**src/rtl/bf_io_uart.sv**
```systemverilog
// bf_io_uart: bfcpu I/O-bus slave bridging '.' writes and ',' reads to an 8N1 UART through TX/RX FIFOs
module bf_io_uart #(
    parameter logic [15:0] clks_per_bit = 16'd868,
    parameter int          fifo_aw      = 4
) (
    input  logic       clk,
    input  logic       rst_n,
    input  logic       io_req,
    input  logic       io_dir,
    input  logic [7:0] io_wdata,
    output logic       io_ack,
    output logic [7:0] io_rdata,
    input  logic       uart_rxd,
    output logic       uart_txd,
    output logic       tx_full,
    output logic       rx_empty,
    output logic       rx_overrun
);
    typedef enum logic {B_IDLE, B_ACK} bus_t;
    typedef enum logic [1:0] {T_IDLE, T_START, T_DATA, T_STOP} tx_t;
    typedef enum logic [2:0] {R_IDLE, R_START, R_DATA, R_STOP, R_WAIT} rx_t;

    localparam logic [15:0]      cpb_m1  = clks_per_bit - 16'd1;
    localparam logic [15:0]      half_m1 = (clks_per_bit >> 1) - 16'd1;
    localparam logic [fifo_aw:0] full_x  = {1'b1, {fifo_aw{1'b0}}};
    localparam logic [fifo_aw:0] one     = {{fifo_aw{1'b0}}, 1'b1};

    logic [7:0]       tx_mem [2**fifo_aw];
    logic [7:0]       rx_mem [2**fifo_aw];
    logic [fifo_aw:0] tx_wp, tx_rp, rx_wp, rx_rp;
    bus_t             bus_st, bus_nx;
    tx_t              tx_st, tx_nx;
    rx_t              rx_st, rx_nx;
    logic [15:0]      tx_cnt, tx_cnt_nx, rx_cnt, rx_cnt_nx;
    logic [2:0]       tx_idx, tx_idx_nx, rx_idx, rx_idx_nx;
    logic [7:0]       tx_sh, tx_sh_nx, rx_sh, rx_sh_nx;
    logic             rx_s1, rx_s2, rx_s3;
    logic             tx_empty, rx_full;
    logic             tx_push, tx_pop, rx_push, rx_pop, rx_done;

    assign tx_full  = (tx_wp ^ tx_rp) == full_x;
    assign tx_empty = tx_wp == tx_rp;
    assign rx_full  = (rx_wp ^ rx_rp) == full_x;
    assign rx_empty = rx_wp == rx_rp;
    assign io_ack   = bus_st == B_ACK;
    assign uart_txd = tx_st == T_START ? 1'b0 : tx_st == T_DATA ? tx_sh[0] : 1'b1;
    assign tx_push  = bus_st == B_IDLE && io_req && io_dir && !tx_full;
    assign rx_pop   = bus_st == B_IDLE && io_req && !io_dir && !rx_empty;
    // a pop in the same cycle frees the slot, so a full FIFO still takes the byte
    assign rx_push  = rx_done && (!rx_full || rx_pop);

    always_comb bus_nx = bus_st == B_IDLE ? ((tx_push || rx_pop) ? B_ACK : B_IDLE) : (io_req ? B_ACK : B_IDLE);

    always_comb begin
        tx_nx     = tx_st;
        tx_cnt_nx = tx_cnt - 16'd1;
        tx_idx_nx = tx_idx;
        tx_sh_nx  = tx_sh;
        tx_pop    = 1'b0;
        if (tx_st == T_IDLE || (tx_st == T_STOP && tx_cnt == 16'd0)) begin
            tx_pop    = !tx_empty;
            tx_nx     = tx_empty ? T_IDLE : T_START;
            tx_cnt_nx = cpb_m1;
            tx_sh_nx  = tx_mem[tx_rp[fifo_aw-1:0]];
        end else if (tx_cnt == 16'd0) begin
            tx_cnt_nx = cpb_m1;
            tx_idx_nx = tx_st == T_START ? 3'd0 : tx_idx + 3'd1;
            tx_sh_nx  = tx_st == T_START ? tx_sh : tx_sh >> 1;
            tx_nx     = tx_st == T_START ? T_DATA : (tx_idx == 3'd7 ? T_STOP : T_DATA);
        end
    end

    always_comb begin
        rx_nx     = rx_st;
        rx_cnt_nx = rx_cnt - 16'd1;
        rx_idx_nx = rx_idx;
        rx_sh_nx  = rx_sh;
        rx_done   = 1'b0;
        case (rx_st)
            R_IDLE: if (rx_s3 && !rx_s2) begin
                rx_nx     = R_START;
                rx_cnt_nx = half_m1;
            end
            R_START: if (rx_cnt == 16'd0) begin
                rx_nx     = rx_s2 ? R_IDLE : R_DATA;
                rx_cnt_nx = cpb_m1;
                rx_idx_nx = 3'd0;
            end
            R_DATA: if (rx_cnt == 16'd0) begin
                rx_sh_nx  = {rx_s2, rx_sh[7:1]};
                rx_idx_nx = rx_idx + 3'd1;
                rx_cnt_nx = cpb_m1;
                rx_nx     = rx_idx == 3'd7 ? R_STOP : R_DATA;
            end
            R_STOP: if (rx_cnt == 16'd0) begin
                rx_done = rx_s2;
                rx_nx   = rx_s2 ? R_IDLE : R_WAIT;
            end
            R_WAIT: rx_nx = rx_s2 ? R_IDLE : R_WAIT;
            default: rx_nx = R_IDLE;
        endcase
    end

    always_ff @(posedge clk) begin
        if (tx_push) tx_mem[tx_wp[fifo_aw-1:0]] <= io_wdata;
        if (rx_push) rx_mem[rx_wp[fifo_aw-1:0]] <= rx_sh;
    end

    always_ff @(posedge clk) begin
        if (!rst_n) begin
            bus_st     <= B_IDLE;
            tx_st      <= T_IDLE;
            rx_st      <= R_IDLE;
            tx_wp      <= '0;
            tx_rp      <= '0;
            rx_wp      <= '0;
            rx_rp      <= '0;
            tx_cnt     <= '0;
            rx_cnt     <= '0;
            tx_idx     <= '0;
            rx_idx     <= '0;
            tx_sh      <= '0;
            rx_sh      <= '0;
            rx_s1      <= 1'b1;
            rx_s2      <= 1'b1;
            rx_s3      <= 1'b1;
            io_rdata   <= '0;
            rx_overrun <= 1'b0;
        end else begin
            bus_st     <= bus_nx;
            tx_st      <= tx_nx;
            rx_st      <= rx_nx;
            tx_wp      <= tx_push ? tx_wp + one : tx_wp;
            tx_rp      <= tx_pop ? tx_rp + one : tx_rp;
            rx_wp      <= rx_push ? rx_wp + one : rx_wp;
            rx_rp      <= rx_pop ? rx_rp + one : rx_rp;
            tx_cnt     <= tx_cnt_nx;
            rx_cnt     <= rx_cnt_nx;
            tx_idx     <= tx_idx_nx;
            rx_idx     <= rx_idx_nx;
            tx_sh      <= tx_sh_nx;
            rx_sh      <= rx_sh_nx;
            rx_s1      <= uart_rxd;
            rx_s2      <= rx_s1;
            rx_s3      <= rx_s2;
            io_rdata   <= rx_pop ? rx_mem[rx_rp[fifo_aw-1:0]] : io_rdata;
            rx_overrun <= rx_overrun | (rx_done & rx_full & !rx_pop);
        end
    end
endmodule
```
**config.mk**
```make
export PLATFORM = sky130hd
export DESIGN_NAME = bf_io_uart
export DESIGN_NICKNAME = d
export VERILOG_FILES = /design/src/rtl/bf_io_uart.sv
export SDC_FILE = /design/constraint.sdc
export NUM_CORES = 1
export LEC_CHECK = 0
export CAP_MARGIN = 20
export CORE_MARGIN = 4
export CORE_UTILIZATION = 40
export CTS_CLUSTER_DIAMETER = 120
export CTS_CLUSTER_SIZE = 28
export DETAILED_ROUTE_END_ITERATION = 10
export PLACE_DENSITY = 0.59
export SYNTH_ARGS = -nofsm -noshare
export SYNTH_HDL_FRONTEND = slang
export SYNTH_SLANG_ARGS = --single-unit
```
**constraint.sdc**
```tcl
create_clock -name clk -period 3.1 [get_ports clk]
set_input_delay 0.62 -clock clk [delete_from_list [all_inputs] [get_ports clk]]
set_output_delay 0.62 -clock clk [all_outputs]
set_load 0.1 [all_outputs]
```
Yosys cells after proc, flatten, opt, wreduce, memory -nomap -nowiden:

Memories as Yosys holds them, arrays and structs flattened. A register that Yosys moved wholly into a read port is not among the register bits.
Cells that the tools add are included.

* bits in registers: 84
* latch bits: 0
* RAM bits: 256
* ROM bits: 0
* bits of input ports: 13
* output and inout bits: 13
* logic and storage cells: 125
* memories: 2

Memories
* rx_mem: words 16, width 8, read ports 1, clocked after memory_dff 1, write ports 1, RTL line 29 `logic [7:0] rx_mem [2**fifo_aw];`
* tx_mem: words 16, width 8, read ports 1, clocked after memory_dff 1, write ports 1, RTL line 28 `logic [7:0] tx_mem [2**fifo_aw];`

* add/sub/neg operators: 8
* $mul: 0
* div/mod/pow operators: 0
* $lt $le $gt $ge: 0
* eq/ne operators: 18
* shift operators: 0
* multiplexer cells: 39
* bitwise gates (word level): 8
* reduce and logical (&&, ||, !) cells: 32

Operators by type and width (count)
* 16-bit logical NOT: 2
* 16-bit two-way mux: 2
* 16-bit one-hot mux with 2 select lines: 1
* 16-bit by 1-bit subtractor with 16-bit output (second input constant): 2
* 3-bit two-way mux: 8
* 8-bit two-way mux: 3
* 5-bit by 1-bit adder with 5-bit output (second input constant): 4
* 10-bit two-way mux: 2
* 1-bit two-way mux: 16
* 3-bit one-hot mux with 5 select lines: 1
* 5-bit == test: 2
* 5-bit == test (second input constant): 2
* 2-bit != test (second input constant): 5
* 5-bit bitwise XOR: 2
* 3-bit == test (second input constant): 3
* 1-bit logical AND: 8
* 1-bit logical NOT: 8
* 4-bit two-way mux: 2
* 3-bit by 1-bit adder with 3-bit output (second input constant): 2
* 3-bit by 2-bit == test with 1-bit output (second input constant): 2
* 2-bit two-way mux: 3
* 3-bit one-hot mux with 2 select lines: 1
* 2-bit AND reduction: 3
* 2-bit == test (second input constant): 2
* other kinds (13): 19

Longest topological paths before layout:

* depth in word-level cells: 8
* depth in mapped cells: 9
* depth with buffers taken out: 7

Least setup slack after synthesis:

Ideal clock, no wire load.

* path type: register -> output
* start: register tx_st[0]
* end: output uart_txd
* arrival time: 2.977 ns
* data required time: 2.480 ns
* slack: -0.497 ns
* cell stages (with the launch flop): 5
* buffers on the path: 2
* path through: dfxtp_1 clkbuf_1 nor2b_1 clkbuf_1 a21boi_0

* word-level cells in the longest chain between the ends: 3
* elaborated cells between the ends (all ways): 4
* classes of those cells: eq/ne (2); mux (2)

RTL lines
* start, declared: RTL line 32 `tx_t tx_st, tx_nx;`
* start signal, assigned: RTL line 131 `tx_st <= tx_nx;`
* 2-bit == test: RTL line 46 `assign uart_txd = tx_st == T_START ? 1'b0 : tx_st == T_DATA ? tx_sh[0] : 1'b1;`
* 1-bit two-way mux: RTL line 46
* 1-bit two-way mux (*): RTL line 46
* end, declared: RTL line 14 `output logic uart_txd,`

Mark *: on every way between the ends. The rest lies on a longest branch, timed or not.

Worst setup path in the final report:

* start: register tx_wp[3]
* end: output tx_full

* word-level cells in the longest chain between the ends: 2

RTL lines
* start, declared: RTL line 30 `logic [fifo_aw:0] tx_wp, tx_rp, rx_wp, rx_rp;`
* start signal, assigned: RTL line 133 `tx_wp <= tx_push ? tx_wp + one : tx_wp;`
* 5-bit bitwise XOR: RTL line 41 `assign tx_full = (tx_wp ^ tx_rp) == full_x;`
* 5-bit == test: RTL line 41
* end, declared: RTL line 15 `output logic tx_full,`

No other way between the ends.

==> key figures <==
Route
  • Routed len/inst: 20.0 um
  • Routed metal-1 wirelength: 13,300 um
  • Via count normalized by instance count: roughly 5.4
  • Met3 wire length: 1180 um
  • Number of detailed-route iterations in the first pass: 4
  • Wirelength, routed: 28,800 um
  • Amount of wire on met2 after detailed routing: 13,900 um
  • Detail Route Antenna Nets: 0
  • Highest layer used for signal routing: met4
  • First-iteration detailed-routing DRC count: 601
  • Remaining routing DRC violations: 0
  • Total via count after detailed routing: 7,818

Synthesis
  • Number of distinct library cells after synthesis: 61
  • Nets in the synthesized netlist: 974
  • Post-Syn Instances: approximately 940
  • Post-synthesis async set-or-reset flop share: 0%
  • Number of synthesized register bits: 352
  • Synthesized area: ~0.014 mm2
  • Sequential share of the synthesized area: between 60% and 70%
  • Syn_area_per_cell: 15.1 um2
  • Leading register cell type out of synthesis: sky130_fd_sc_hd__edfxtp_1
  • Count of yosys warnings during synthesis: 0
  • Number of flops mapped to enable cells by yosys: 256

Critical path
  • Data required time at the worst endpoint: roughly 2.5 ns
  • Critical Path AT: 2.10 ns
  • Type of the setup path with the least slack: flop to output port
  • Endpoint class of the critical path: output port
  • Largest fanout on the critical path: 8
  • Worst Reg-to-Reg Cells: 8
  • Worst setup SP type: flop

Clock tree
  • Cts hold-fix bufs: 0
  • Clock-pin slew of the registers on the worst-case setup and hold paths: 0.11 ns
  • Number of H-tree branching levels: 1
  • Clock latency reported for the late side of the worst-skew pair: 0.52 ns
  • Number of CTS-inserted buffers: 16
  • Post-cts repair resize count: 0
  • Max Buffers Root-to-Sink: 3
  • Clock tree root driver cell: sky130_fd_sc_hd__clkbuf_16
  • Sink count of the clock tree: 352
  • Setup bufs post-CTS: 0
  • CTS tree: built

Place
  • Final weighted congestion in routability-driven placement: 0.771
  • Setup WS pre-CTS: -0.0155 ns
  • Post-DP HPWL: 19,100 um
  • IO buf count: 25
  • Post-placement cell count: approximately 1,400

Global route
  • Pin count of the biggest net entering global routing: 37
  • Aggregate global routing overflow: 0
  • Initial antenna violation count: 0
  • Global-route wire length before repair: between 40,000 and 50,000 um
  • Vias in the first global route: 7,589
  • Total Routing Usage GR: 14.8%

Timing
  • Clock skew: between 0.01 and 0.015 ns
  • Period utilization: 87.7%
  • Final max-slew violation count: 0
  • Worst-Margin Slew: a little under 0.9 ns
  • Max frequency: 368 MHz
  • Final critical path time including I/O delays and setup: 2.72 ns
  • RSZ-0062 raised after global routing: false
  • Number of hold violations in the final report: 0
  • Worst Slack Setup Final: 0.380 ns
  • Max-slew headroom: 41.6%
  • Post-Route Setup TNS: 0 ns
  • Final count of negative-setup-slack endpoints: 0

Power
  • Total power divided by cell area: 577 mW/mm2
  • Peak supply drop: 0.381 mV
  • Lkg Pwr: 5.16 nW

Floorplan
  • Core area: 0.0348 mm2
  • Starting density of the core: 40.9%
  • I/O pins: 26
  • Die boundary width: 197 um
  • Die height: around 200 um
  • Row Count: 68
  • Die area: 0.0387 mm2

Cells and area
  • Fill cell count: 3,033
  • # nets final: 1,007
  • Ant. Diodes: 0
  • Most frequent standard cell in the layout excluding fill and tap cells: sky130_fd_sc_hd__edfxtp_1
  • FF+latch area: 0.00961 mm2
  • Final Instance Count excl. Fillers: 1,442
  • Leading cell types in the layout, fill and taps excluded: sky130_fd_sc_hd__edfxtp_1, sky130_fd_sc_hd__dfxtp_1, sky130_fd_sc_hd__nor2_1
  • Fraction of layout cells with a size suffix above 1: 15.5%
  • P&R area growth vs syn: 9.84%
  • Multi-input gate area: 0.00438 mm2

Run
  • Count of max-cap constraint violations: 0

Worst hold path
  • Path category of the worst min-delay check: flop to flop
  • WHS Path Cells: 1

Run status
  • Outcome: finished, final reports clean
[synth_stat cells (all sizes together), types with 2 or more instances]
cell | n | area (um2)
nor2 | 82 | 308
a311oi | 4 | 35.0
nand2b | 14 | 87.6
and3 | 15 | 93.8
a21oi | 29 | 145
a41oi | 2 | 25.0
and2 | 9 | 56.3
buf | 14 | 70.1
nor3 | 15 | 75.1
nor4 | 6 | 52.6
ha | 17 | 213
a32o | 5 | 50.1
a211oi | 2 | 15.0
nor2b | 16 | 100
xnor2 | 24 | 210
a31oi | 8 | 50.1
or4 | 4 | 33.8
o22ai | 13 | 81.3
or3b | 2 | 17.5
nand4 | 4 | 25.0
a31o | 2 | 17.5
o21ai | 27 | 135
edfxtp | 256 | 7690
inv | 14 | 52.6
xor2 | 19 | 166
nand3 | 24 | 120
o2111ai | 2 | 23.8
mux2 | 2 | 22.5
or3 | 9 | 61.3
dfxtp | 96 | 1920
mux2i | 17 | 170
nand2 | 51 | 191
a22oi | 5 | 37.5
and4 | 2 | 17.5
o31ai | 3 | 22.5
mux4 | 64 | 1440
clkbuf | 35 | 131
a22o | 16 | 140
[report_power, final]
| part | leakage (nW) | switching (W) | total (W) | internal (W) |
|---|---|---|---|---|
| clock | 0.225 | 0.00141 | 0.00246 | 0.00105 |
| sequential | 3.20 | 0.000139 | 0.00530 | 0.00516 |
| combinational | 1.74 | 0.000696 | 0.00127 | 0.000577 |
| total | 5.16 | 0.00225 | 0.00903 | 0.00678 |
[metal layers]
layer	global-route usage, %	up-vias
met5	0	-
met4	2.52	0
met3	1.73	29
met2	24.1	153
met1	21.9	3953
li1	-	3683
[sequential cells by signal, indices dropped and copies added, names as in the netlist, named ones only]
| name | cells |
|---|---|
| rx_mem | 128 |
| tx_mem | 128 |
| rx_cnt | 16 |
| tx_cnt | 16 |
| io_rdata | 8 |
| rx_sh | 8 |
| tx_sh | 8 |
| rx_rp | 5 |
| rx_wp | 5 |
| tx_rp | 5 |
| tx_wp | 5 |
| rx_idx | 3 |
| rx_st | 3 |
| tx_idx | 3 |
| tx_st | 2 |
| io_ack | 1 |
| rx_overrun | 1 |
| rx_s1 | 1 |
| rx_s2 | 1 |
| rx_s3 | 1 |
[worst paths after layout]
check | from | endpoint | slack, ns
worst max-delay path | tx_wp[3]$_SDFFE_PN0P_ | tx_full | 0.38
worst min-delay path | rx_s1$_SDFF_PN1_ | rx_s2$_SDFF_PN1_ | 0.43
worst max register to register | rx_cnt[0]$_SDFF_PN0_ | rx_mem[0][5]$_DFFE_PP_ | 0.43
worst min register to register | rx_s1$_SDFF_PN1_ | rx_s2$_SDFF_PN1_ | 0.43
[layout make-up]
cell class	instances	area share [%]
clock buffers	26	2.94
clock inverters	2	0.104
inverters	14	0.336
multi-input cells	529	28.0
flip-flops and latches	352	61.4
well taps	455	3.64
repair buffers	64	3.55
[metrics by stage]
| step | util, % | total power, W | instance area (um2) | hold WS [ns] |
|---|---|---|---|---|
| floorplan | - | 0.00633 | 14200 | 0.386 |
| global placement | 43.6 | 0.00668 | 15200 | 0.410 |
| detailed placement | 43.6 | 0.00670 | 15200 | 0.403 |
| CTS | 45.0 | 0.00914 | 15600 | 0.432 |
| global route | 45.0 | 0.00945 | 15600 | 0.450 |
| finish | 45.0 | 0.00903 | 15600 | 0.426 |
[worst max-delay path, stage by stage (launching register included)]
cell and delay [ns]:
sky130_fd_sc_hd__dfxtp_1 0.53, sky130_fd_sc_hd__xnor2_1 0.18, sky130_fd_sc_hd__and4_1 0.29, sky130_fd_sc_hd__and2_1 0.25, sky130_fd_sc_hd__buf_4 0.33
[kinds of logic after synthesis]
logic type / Yosys count / share of synthesized area, %
xor gates and xnor gates: 43 / 2.64
muxes: 83 / 11.5
and+or+nand+nor: 259 / 9.08
buffers and inverters: 63 / 1.78
AOI/OAI and AO/OA: 127 / 6.06
adders and majority gates: 17 / 1.49
DFF: 352 / 67.5
Note: power is estimated with default switching activity, not from simulation.
